### config.mk
export PLATFORM = sky130hd
export DESIGN_NAME = alu_result_stage_flat
export DESIGN_NICKNAME = d
export VERILOG_FILES = /design/src/rtl/alu_result_stage_if.sv /design/src/rtl/alu_result_stage.sv /design/src/flat_wrapper.sv
export SDC_FILE = /design/constraint.sdc
export NUM_CORES = 1
export LEC_CHECK = 0
export ABC_AREA = 1
export CORE_ASPECT_RATIO = 0.75
export CORE_MARGIN = 4
export CORE_UTILIZATION = 54
export DETAILED_ROUTE_END_ITERATION = 8
export PLACE_DENSITY = 0.91
export SKIP_CTS_REPAIR_TIMING = 1
export SLEW_MARGIN = 25
export SYNTH_ARGS = -nofsm -noshare
export SYNTH_HDL_FRONTEND = slang
export SYNTH_SLANG_ARGS = --single-unit
### constraint.sdc
create_clock -name clk -period 8.2 [get_ports clk]
set_input_delay 0.82 -clock clk [delete_from_list [all_inputs] [get_ports clk]]
set_output_delay 0.82 -clock clk [all_outputs]
set_load 0.01 [all_outputs]
### src/rtl/alu_result_stage_if.sv
// Handshake and data bundle between the ALU, the result stage and its consumer.
interface alu_result_stage_if #(
    parameter int WIDTH = 64,
    parameter int CNT_W = 16
);
    logic             in_valid;
    logic             in_ready;
    logic [WIDTH-1:0] s;
    logic             cout;
    logic [1:0]       op;
    logic             a_msb;
    logic             b_msb;
    logic             out_valid;
    logic             out_ready;
    logic [WIDTH-1:0] result;
    logic             flag_c;
    logic             flag_z;
    logic             flag_n;
    logic             flag_v;
    logic [CNT_W-1:0] res_count;
    logic             sticky_v;
    logic             clr_sticky;

    // ALU producer plus result consumer side
    modport master (
        output in_valid, s, cout, op, a_msb, b_msb, out_ready, clr_sticky,
        input  in_ready, out_valid, result, flag_c, flag_z, flag_n, flag_v,
               res_count, sticky_v
    );

    // Result stage side
    modport slave (
        input  in_valid, s, cout, op, a_msb, b_msb, out_ready, clr_sticky,
        output in_ready, out_valid, result, flag_c, flag_z, flag_n, flag_v,
               res_count, sticky_v
    );
endinterface

### src/rtl/alu_result_stage.sv
// ALU result/flag stage: derives C/Z/N/V at push, buffers in a DEPTH-entry FIFO, 1-cycle latency.
// in_ready drops when full regardless of out_ready (no pass-through); res_count and sticky_v track pushes.
module alu_result_stage #(
    parameter int WIDTH = 64,
    parameter int DEPTH = 2,
    parameter int CNT_W = 16
) (
    input  logic            clk,
    input  logic            rst,
    alu_result_stage_if.slave bus
);
    localparam int PTR_W = (DEPTH > 1) ? $clog2(DEPTH) : 1;
    localparam int OCC_W = PTR_W + 1;

    typedef struct packed {
        logic [WIDTH-1:0] res;
        logic             c;
        logic             z;
        logic             n;
        logic             v;
    } entry_t;

    entry_t           r_mem [DEPTH];
    logic [PTR_W-1:0] r_wr_ptr;
    logic [PTR_W-1:0] r_rd_ptr;
    logic [OCC_W-1:0] r_occ;
    logic [CNT_W-1:0] r_res_count;
    logic             r_sticky_v;

    logic   w_in_ready;
    logic   w_out_valid;
    logic   w_push;
    logic   w_pop;
    logic   w_is_arith;
    logic   w_beff;
    entry_t w_entry;
    entry_t w_head;

    // beff is the b sign as the adder sees it (inverted for SUB)
    always_comb begin
        w_is_arith  = bus.op[1];
        w_beff      = bus.b_msb ^ bus.op[0];
        w_entry.res = bus.s;
        w_entry.z   = (bus.s == '0);
        w_entry.n   = bus.s[WIDTH-1];
        w_entry.c   = w_is_arith & bus.cout;
        w_entry.v   = w_is_arith & (bus.a_msb ~^ w_beff) & (bus.s[WIDTH-1] ^ bus.a_msb);
    end

    always_comb begin
        w_in_ready  = (r_occ != OCC_W'(DEPTH)) & ~rst;
        w_out_valid = (r_occ != '0);
        w_push      = bus.in_valid & w_in_ready;
        w_pop       = w_out_valid & bus.out_ready;
        w_head      = r_mem[r_rd_ptr];
    end

    always_ff @(posedge clk) begin
        if (rst) begin
            for (int i = 0; i < DEPTH; i++) begin
                r_mem[i] <= '0;
            end
            r_wr_ptr    <= '0;
            r_rd_ptr    <= '0;
            r_occ       <= '0;
            r_res_count <= '0;
            r_sticky_v  <= 1'b0;
        end else begin
            if (w_push) begin
                r_mem[r_wr_ptr] <= w_entry;
                r_wr_ptr        <= r_wr_ptr + PTR_W'(1);
                r_res_count     <= r_res_count + CNT_W'(1);
            end
            if (w_pop) begin
                r_rd_ptr <= r_rd_ptr + PTR_W'(1);
            end
            case ({w_push, w_pop})
                2'b10:   r_occ <= r_occ + OCC_W'(1);
                2'b01:   r_occ <= r_occ - OCC_W'(1);
                default: r_occ <= r_occ;
            endcase
            // a new overflow takes priority over a same-cycle clear
            if (w_push && w_entry.v) begin
                r_sticky_v <= 1'b1;
            end else if (bus.clr_sticky) begin
                r_sticky_v <= 1'b0;
            end
        end
    end

    assign bus.in_ready  = w_in_ready;
    assign bus.out_valid = w_out_valid;
    assign bus.result    = w_head.res;
    assign bus.flag_c    = w_head.c;
    assign bus.flag_z    = w_head.z;
    assign bus.flag_n    = w_head.n;
    assign bus.flag_v    = w_head.v;
    assign bus.res_count = r_res_count;
    assign bus.sticky_v  = r_sticky_v;
endmodule

### src/flat_wrapper.sv
// flat-port wrapper written by rule: the top's interface ports become plain ports
module alu_result_stage_flat 
#(
    parameter int WIDTH = 64,
    parameter int DEPTH = 2,
    parameter int CNT_W = 16
)
  (clk, rst, bus_in_valid, bus_s, bus_cout, bus_op, bus_a_msb, bus_b_msb, bus_out_ready, bus_clr_sticky, bus_in_ready, bus_out_valid, bus_result, bus_flag_c, bus_flag_z, bus_flag_n, bus_flag_v, bus_res_count, bus_sticky_v);
  alu_result_stage_if #(.WIDTH(WIDTH), .CNT_W(CNT_W)) bus_i ();
  input  logic clk;
  input  logic rst;
  input wire logic [$bits(bus_i.in_valid)-1:0] bus_in_valid;
  input wire logic [$bits(bus_i.s)-1:0] bus_s;
  input wire logic [$bits(bus_i.cout)-1:0] bus_cout;
  input wire logic [$bits(bus_i.op)-1:0] bus_op;
  input wire logic [$bits(bus_i.a_msb)-1:0] bus_a_msb;
  input wire logic [$bits(bus_i.b_msb)-1:0] bus_b_msb;
  input wire logic [$bits(bus_i.out_ready)-1:0] bus_out_ready;
  input wire logic [$bits(bus_i.clr_sticky)-1:0] bus_clr_sticky;
  output wire logic [$bits(bus_i.in_ready)-1:0] bus_in_ready;
  output wire logic [$bits(bus_i.out_valid)-1:0] bus_out_valid;
  output wire logic [$bits(bus_i.result)-1:0] bus_result;
  output wire logic [$bits(bus_i.flag_c)-1:0] bus_flag_c;
  output wire logic [$bits(bus_i.flag_z)-1:0] bus_flag_z;
  output wire logic [$bits(bus_i.flag_n)-1:0] bus_flag_n;
  output wire logic [$bits(bus_i.flag_v)-1:0] bus_flag_v;
  output wire logic [$bits(bus_i.res_count)-1:0] bus_res_count;
  output wire logic [$bits(bus_i.sticky_v)-1:0] bus_sticky_v;
  assign bus_i.in_valid = bus_in_valid;
  assign bus_i.s = bus_s;
  assign bus_i.cout = bus_cout;
  assign bus_i.op = bus_op;
  assign bus_i.a_msb = bus_a_msb;
  assign bus_i.b_msb = bus_b_msb;
  assign bus_i.out_ready = bus_out_ready;
  assign bus_i.clr_sticky = bus_clr_sticky;
  assign bus_in_ready = bus_i.in_ready;
  assign bus_out_valid = bus_i.out_valid;
  assign bus_result = bus_i.result;
  assign bus_flag_c = bus_i.flag_c;
  assign bus_flag_z = bus_i.flag_z;
  assign bus_flag_n = bus_i.flag_n;
  assign bus_flag_v = bus_i.flag_v;
  assign bus_res_count = bus_i.res_count;
  assign bus_sticky_v = bus_i.sticky_v;
  alu_result_stage #(.WIDTH(WIDTH), .DEPTH(DEPTH), .CNT_W(CNT_W)) u_core (.clk(clk), .rst(rst), .bus(bus_i));
endmodule
==> run summary, run 1 <==
Status = completed
Pin count of the biggest net entering global routing = 69
Count of cell types in the netlist = 28
Die X = 140 um
Slew headroom = 37.6%
Most frequent CP cell = nand2_4
Area growth syn-to-layout = 31.9%
Most common cell after layout, fill and taps aside = nor2_1
Final WL = 16.5 mm
Bufs and invs on worst path = 3
I/O Buffers = 160
Flop pwr share = 46.1%
Yosys reg bits = 156
Least-Margin Pin Slew = 0.936 ns
Leak = 0.00376 uW
Final instance area = 9260 um^2
Max VDD drop = 0.000144 V
Routed vias = 5,134
Multi-input logic area = 2060 um^2
Residual DRC = 0
Vias per cell = 5.27
Clk network pwr share = 36.3%
Fin nets = 871
Final Util = 74.2%
Max-Cap Viols = 0
Syn_nets = 714
Core box area = 12,500 um^2
Max Fanout on Critical Path = 68
CTS tree = done
Sequential area share after synthesis = 63.6%
Slowest library cell on the worst path = nand2_4
Initial Util = 56.3%
Per-cell routed wire length = 16.9 um
CTS sink count = 156
DRT antenna net count = 0
Clock Path Buffers = 2
Synth warnings = 0
Startpoint Class = input pin
Row count = 35
Hold slack = 0.454 ns
Final Skew = 0.00857 ns
Sw frac = 25.9%
Die Span Y = 107 um
Delay-heaviest family, CP = simple AND/OR/NAND/NOR gates
Drt initial violations = 420
Final critical-path setup slack = 4.76 ns
Slowest stage delay, CP = 0.88 ns
Worst Path Arrival = 3.49 ns
CP required = 8.25 ns
Initial antenna violation count = 0
Cts bufs inserted = 17
Combinational share of power = 17.6%
Die area = 14,900 um^2
Vias in the first global route = 5,179
Clock Latency Late Sink = 0.43 ns
Setup crit end kind = flip-flop
Dpl cell area = 8710 um^2
HP Class = flip-flop to flip-flop
Final hold violations = 0
Global-route wire length before repair = 25.7 mm
Syn Area/Cell = 11.0 um^2
Period utilization = 42.0%
Ratio of cells with drive above 1 in the final layout = 14.7%
Hold path startpoint = u_core.r_rd_ptr$_SDFFE_PP0P_
Reg2reg start = u_core.r_occ[0]$_SDFFE_PP0P_
Final number of max-transition violations = 0
Synthesized area = 7020 um^2
Number of top-level pins = 161
Setup WS pre-CTS = 4.33 ns
Root buffer cell = clkbuf_16
Post-layout min period = 3.44 ns
H-tree depth = 4
GP Congestion = 0.895
Register area = 4470 um^2
All-Layer GR Usage = 22.0%
Setup_tns = 0 ns
Most frequent cells in the layout = nor2_1 (172), clkdlybuf4s50_1 (160), edfxtp_1 (134)
Cells after Synth = 638
Fmax = 290 MHz
RSZ-0062 raised after global routing = no
P_sw = 527 uW
Ant diodes = 0
Critical setup path kind = input pin to flip-flop
Internal power = 1510 uW
PwrDens = 220 nW/um^2
Final global-route overflow total = 0
Dpl hpwl = 10.8 mm
Worst Setup SP = rst
Worst-path cell chain = clkdlybuf4s50_1 -> inv_2 -> nand3_4 -> inv_4 -> nand2_4 -> nand2_4
Fill cells = 780
Clock Pin Slew Worst Setup and Hold Paths = 0.06 ns
Final setup fails = 0
First-pass detailed-route iteration total = 7
[synthesized netlist by cell type (all sizes together)]
library cell	count	area [um^2]
nand4	4	25.0
edfxtp	134	4020
a21oi	11	55.1
xor2	1	8.76
inv	96	363
nor3	7	35.0
o21ai	7	35.0
mux2	67	754
ha	2	25.0
clkbuf	2	7.51
nand3	24	133
and3	1	6.26
nor4	1	6.26
nor2	183	719
buf	21	143
nand2	51	209
xnor2	4	35.0
dfxtp	22	440
[cell families after synthesis]
family / after synthesis / share of synthesized area (%)
buffers and inverters: 119 / 7.30
muxes: 67 / 10.7
and+or+nand+nor: 271 / 16.1
AOI/OAI and AO/OA: 18 / 1.28
adders and majority gates: 2 / 0.356
DFF: 156 / 63.6
xor gates and xnor gates: 5 / 0.623
[state kept, by name (all words and copies together), names as in the netlist, named ones only]
| signal | count |
|---|---|
| u_core.r_mem | 134 |
| u_core.r_rd_ptr | 1 |
| u_core.bus.sticky_v | 1 |
| u_core.r_wr_ptr | 1 |
| u_core.r_occ | 2 |
| u_core.bus.res_count | 16 |
[metal layers]
layer / track usage, % / wire [um] / part of all wire (%)
met1: 27.5 / 6630 / 40
met2: 36.9 / 8070 / 49
met4: 6.09 / 246 / 1.5
met5: 0 / 0 / 0
met3: 7.27 / 1560 / 9.4
[final cells by class]
type                       count  share of cell area (%)
sequential                   156                    48.2
clock buffer                  18                    4.63
clock inverter                14                    1.36
multi-input combinational    363                    22.3
inverter                      96                    3.92
timing repair buffer         161                    17.4
tap                          166                    2.24
[final timing paths]
path | depth (start not counted) | slack [ns] | to
setup / recovery | 6 | 4.76 | u_core.r_mem[0][42]$_SDFFCE_PN0P_
hold / removal | 1 | 0.45 | flip-flop
setup reg to reg | 6 | 5.54 | u_core.r_mem[0][42]$_SDFFCE_PN0P_
hold reg to reg | 1 | 0.45 | flip-flop
[power by group through the flow]
stage | registers, uW | logic (uW) | clock network, uW
global route | 943 | 382 | 774
CTS | 939 | 359 | 741
finish | 939 | 357 | 738
global placement | 951 | 350 | 0
detailed placement | 955 | 355 | 0
floorplan | 951 | 180 | 0
[through the flow]
stage / instances / total power, uW
floorplan: 638 / 1130
global placement: 942 / 1300
detailed placement: 942 / 1310
CTS: 974 / 2040
global route: 974 / 2100
finish: 974 / 2030
[worst register-to-register path, stage by stage (launching register included)]
cell     delay (ns)
dfxtp_1        0.40
inv_1          0.09
nand2_2        0.09
nand3_4        0.15
inv_4          0.17
nand2_4        0.44
nand2_4        0.89
Power figures use the tool's default switching activity.
==> run 2: changes to the inputs <==
CORE_UTILIZATION = 50   (was 54)
PLACE_DENSITY = 0.86   (was 0.91)
clock period = 3.3 ns   (was 8.2 ns; I/O delays follow)
==> run summary, run 2 (same netlist as run 1, synthesis figures left out) <==
Setup_tns = 0 ns
Final WL = 15.7 mm
Die area = 16,000 um^2
Drt initial violations = 256
Largest Register = u_core.r_mem
Dpl cells = 957
Fill cells = 1,001
Vias per cell = 5.01
Max-Cap Viols = 0
Total power = 5000 uW
Pin count of the biggest net entering global routing = 68
Hold path startpoint = u_core.r_rd_ptr$_SDFFE_PP0P_
Fmax = 382 MHz
Final setup fails = 0
Ant diodes = 0
Most frequent cells in the layout = nor2_1 (172), clkdlybuf4s50_1 (160), edfxtp_1 (134)
Global-route wire length before repair = 25.2 mm
Final Skew = 0.00945 ns
Area growth syn-to-layout = 32.9%
Worst Path Arrival = 2.29 ns
Reg2reg start = u_core.r_occ[0]$_SDFFE_PP0P_
Startpoint Class = flip-flop
Clock Pin Slew Worst Setup and Hold Paths = 0.06 ns
H-tree depth = 4
Cts bufs inserted = 17
Final global-route overflow total = 0
Max Fanout on Critical Path = 35
Most common cell after layout, fill and taps aside = nor2_1
Hold slack = 0.452 ns
Per-cell routed wire length = 15.9 um
PwrDens = 535 nW/um^2
Slew headroom = 45.5%
Max VDD drop = 0.000350 V
Initial Util = 51.1%
GP Congestion = 0.835
Period utilization = 79.4%
CP required = 2.97 ns
All-Layer GR Usage = 20.2%
CTS sink count = 156
Final hold violations = 0
Final number of max-transition violations = 0
Clock Path Buffers = 2
CTS tree = done
First-pass detailed-route iteration total = 5
Clock Latency Late Sink = 0.41 ns
Residual DRC = 0
Row count = 37
Dpl hpwl = 10.5 mm
Ratio of cells with drive above 1 in the final layout = 14.7%
Max reg flops = 134
Die Span Y = 111 um
Vias in the first global route = 5,128
Setup crit end kind = output port
WHS Path Cells = 1
Post-layout min period = 2.62 ns
Die X = 145 um
Initial antenna violation count = 0
Fin nets = 877
Critical setup path kind = flip-flop to output port
Worst-case reg-to-reg path depth = 7
Reg2reg end = u_core.r_mem[0][51]$_SDFFCE_PN0P_
Routed vias = 4,958
Final Util = 67.9%
Status = completed
Core box area = 13,700 um^2
Root buffer cell = clkbuf_16
Final cell count without fillers = 989
Leak = 0.00378 uW
DRT antenna net count = 0
I/O Buffers = 160
HP Class = flip-flop to flip-flop
RSZ-0062 raised after global routing = no
Least-Margin Pin Slew = 0.818 ns
Number of top-level pins = 161
Worst R2R Setup Slack = 1.43 ns
run 2: worst max-delay path, cell delays in order (launching register included):
cell             delay, ns
dfxtp_4               0.67
buf_12                0.29
mux2_2                0.36
clkdlybuf4s50_1       0.53
run 2: how the worst max path moves through the flow:
stage,from,endpoint,slack (ns),cells after the start
5_1_grt,flip-flop,bus_flag_c,0.57,3
2_1_floorplan,u_core.r_occ[0]$_SDFFE_PP0P_,u_core.r_mem[0][0]$_SDFFCE_PN0P_,0.36,8
4_1_cts,flip-flop,bus_flag_c,0.65,3
3_3_place_gp,rst,u_core.r_mem[0][2]$_SDFFCE_PN0P_,0.75,7
3_5_place_dp,rst,u_core.r_mem[0][0]$_SDFFCE_PN0P_,0.68,7
6_report,flip-flop,bus_flag_c,0.68,3
run 2: area by class of cell:
cell class	count	area [um^2]	share of cell area, %
Clock buffer	20	437	4.68
Clock inverter	12	97.6	1.05
Inverter	96	363	3.89
Multi-Input combinational cell	363	2060	22.1
Sequential cell	156	4470	47.8
Tap cell	175	219	2.34
Timing Repair Buffer	167	1690	18.1
run 2: through the flow:
| step | cell area, um^2 | worst slack [ns] |
|---|---|---|
| 4_1_cts | 9340 | 0.647 |
| 3_5_place_dp | 8800 | 0.677 |
| 2_1_floorplan | 7020 | 0.361 |
| 6_report | 9340 | 0.680 |
| 3_3_place_gp | 8800 | 0.753 |
| 5_1_grt | 9340 | 0.574 |
run 2: routing by layer:
metal	global-route usage, %	wire length [um]	up-vias
li1	-	-	2411
met1	27.5	6800	2319
met2	31.8	7360	207
met3	5.54	1320	21
met4	5.41	209	0
met5	0	0	-
run 2: report_power, final:
group | switching (uW) | internal [uW] | total (uW)
logic | 393 | 476 | 869
clock network | 748 | 1030 | 1780
registers | 64.6 | 2290 | 2350
==> run 3: changes to the inputs <==
clock period = 2.7 ns   (was 3.3 ns; I/O delays follow)
==> run summary, run 3 (same netlist as run 1, synthesis figures left out) <==
DRT antenna net count = 0
Max Fanout on Critical Path = 23
Largest Register = u_core.r_mem
P_sw = 1560 uW
CTS tree = done
Drt initial violations = 341
Vias in the first global route = 5,108
Worst-case reg-to-reg path depth = 7
Startpoint Class = flip-flop
Initial antenna violation count = 0
Clock Latency Late Sink = 0.42 ns
Critical setup path kind = flip-flop to output port
Die Span Y = 111 um
Ant diodes = 0
Clock Path Buffers = 2
Number of top-level pins = 161
Die X = 145 um
Setup_tns = 0 ns
WHS Path Cells = 1
Fmax = 408 MHz
Setup WS pre-CTS = 0.429 ns
PwrDens = 660 nW/um^2
Final critical-path setup slack = 0.247 ns
Flop pwr share = 45.9%
Core box area = 13,700 um^2
Hold path startpoint = u_core.r_rd_ptr$_SDFFE_PP0P_
Max reg flops = 134
Ratio of cells with drive above 1 in the final layout = 15.7%
Reg2reg start = u_core.r_occ[0]$_SDFFE_PP0P_
Period utilization = 90.8%
Area growth syn-to-layout = 34.6%
Dpl hpwl = 10.7 mm
RSZ-0062 raised after global routing = no
Final setup fails = 0
Combinational share of power = 17.6%
Final WL = 16.1 mm
Post-layout min period = 2.45 ns
Per-cell routed wire length = 16.2 um
Leak = 0.00382 uW
Row count = 37
Most common cell after layout, fill and taps aside = nor2_1
Status = completed
Max-Cap Viols = 0
Global-route wire length before repair = 25.5 mm
Final global-route overflow total = 0
Final hold violations = 0
I/O Buffers = 160
Total power = 6240 uW
Pin count of the biggest net entering global routing = 68
Sw frac = 25.0%
Vias per cell = 5.05
Worst Path Arrival = 2.18 ns
CTS sink count = 156
Final Skew = 0.00598 ns
All-Layer GR Usage = 20.6%
Clk network pwr share = 36.5%
CP required = 2.43 ns
Clock Pin Slew Worst Setup and Hold Paths = 0.06 ns
First-pass detailed-route iteration total = 5
Final number of max-transition violations = 0
Worst R2R Setup Slack = 0.84 ns
Slew headroom = 65.5%
Root buffer cell = clkbuf_16
Die area = 16,000 um^2
Fin nets = 880
H-tree depth = 4
Initial Util = 51.1%
GP Congestion = 0.823
Least-Margin Pin Slew = 0.514 ns
Max VDD drop = 0.000540 V
Cts bufs inserted = 17
Internal power = 4680 uW
Reg2reg end = u_core.r_mem[0][51]$_SDFFCE_PN0P_
Most frequent cells in the layout = nor2_1 (172), clkdlybuf4s50_1 (160), edfxtp_1 (134)
HP Class = flip-flop to flip-flop
Routed vias = 5,004
Residual DRC = 0
Setup crit end kind = output port
run 3: final cells by class:
type	count	area, um^2
Tap cell	175	219
Clock inverter	14	138
Sequential cell	156	4470
Multi-Input combinational cell	363	2060
Timing Repair Buffer	170	1780
Clock buffer	17	425
Fill cell	970	4300
Inverter	96	363
run 3: how the worst max path moves through the flow:
stage | start | to | slack [ns] | depth (start not counted)
after floorplan | u_core.r_occ[0]$_SDFFE_PP0P_ | u_core.r_mem[0][0]$_SDFFCE_PN0P_ | 0.42 | 8
after global placement | rst | u_core.r_mem[0][45]$_SDFFCE_PN0P_ | 0.48 | 7
after detailed placement | rst | u_core.r_mem[0][45]$_SDFFCE_PN0P_ | 0.43 | 7
after CTS | flip-flop | bus_result[54] | 0.21 | 3
after global routing | flip-flop | bus_result[27] | 0.16 | 3
final | flip-flop | bus_result[54] | 0.25 | 3
run 3: layer usage:
| metal | track usage, % | wire length (um) | vias to the layer above | share of wire (%) |
|---|---|---|---|---|
| met5 | 0 | 0 | - | 0 |
| li1 | - | - | 2422 | - |
| met3 | 5.19 | 1390 | 28 | 8.6 |
| met1 | 28.1 | 6800 | 2329 | 42 |
| met2 | 32.2 | 7590 | 225 | 47 |
| met4 | 6.65 | 294 | 0 | 1.8 |
run 3: worst max-delay path, cell delays in order, from the launching register on:
cell and delay (ns):
dfxtp_4 0.57, buf_4 0.32, mux2_2 0.36, clkdlybuf4s50_1 0.51
run 3: through the flow:
stage	hold WS, ns	util (%)	instance area, um^2	instances
5_1_grt	0.479	68.7	9450	991
6_report	0.456	68.7	9450	991
4_1_cts	0.449	68.7	9450	991
2_1_floorplan	0.339	-	7030	638
3_3_place_gp	0.437	64.6	8890	960
3_5_place_dp	0.449	64.6	8890	960
run 3: power groups by stage:
stage / sequential, uW / clock, uW / combinational, uW
floorplan: 2880 / 0 / 549
global placement: 2910 / 0 / 1090
detailed placement: 2920 / 0 / 1100
CTS: 2870 / 2290 / 1110
global route: 2880 / 2400 / 1180
finish: 2870 / 2280 / 1090
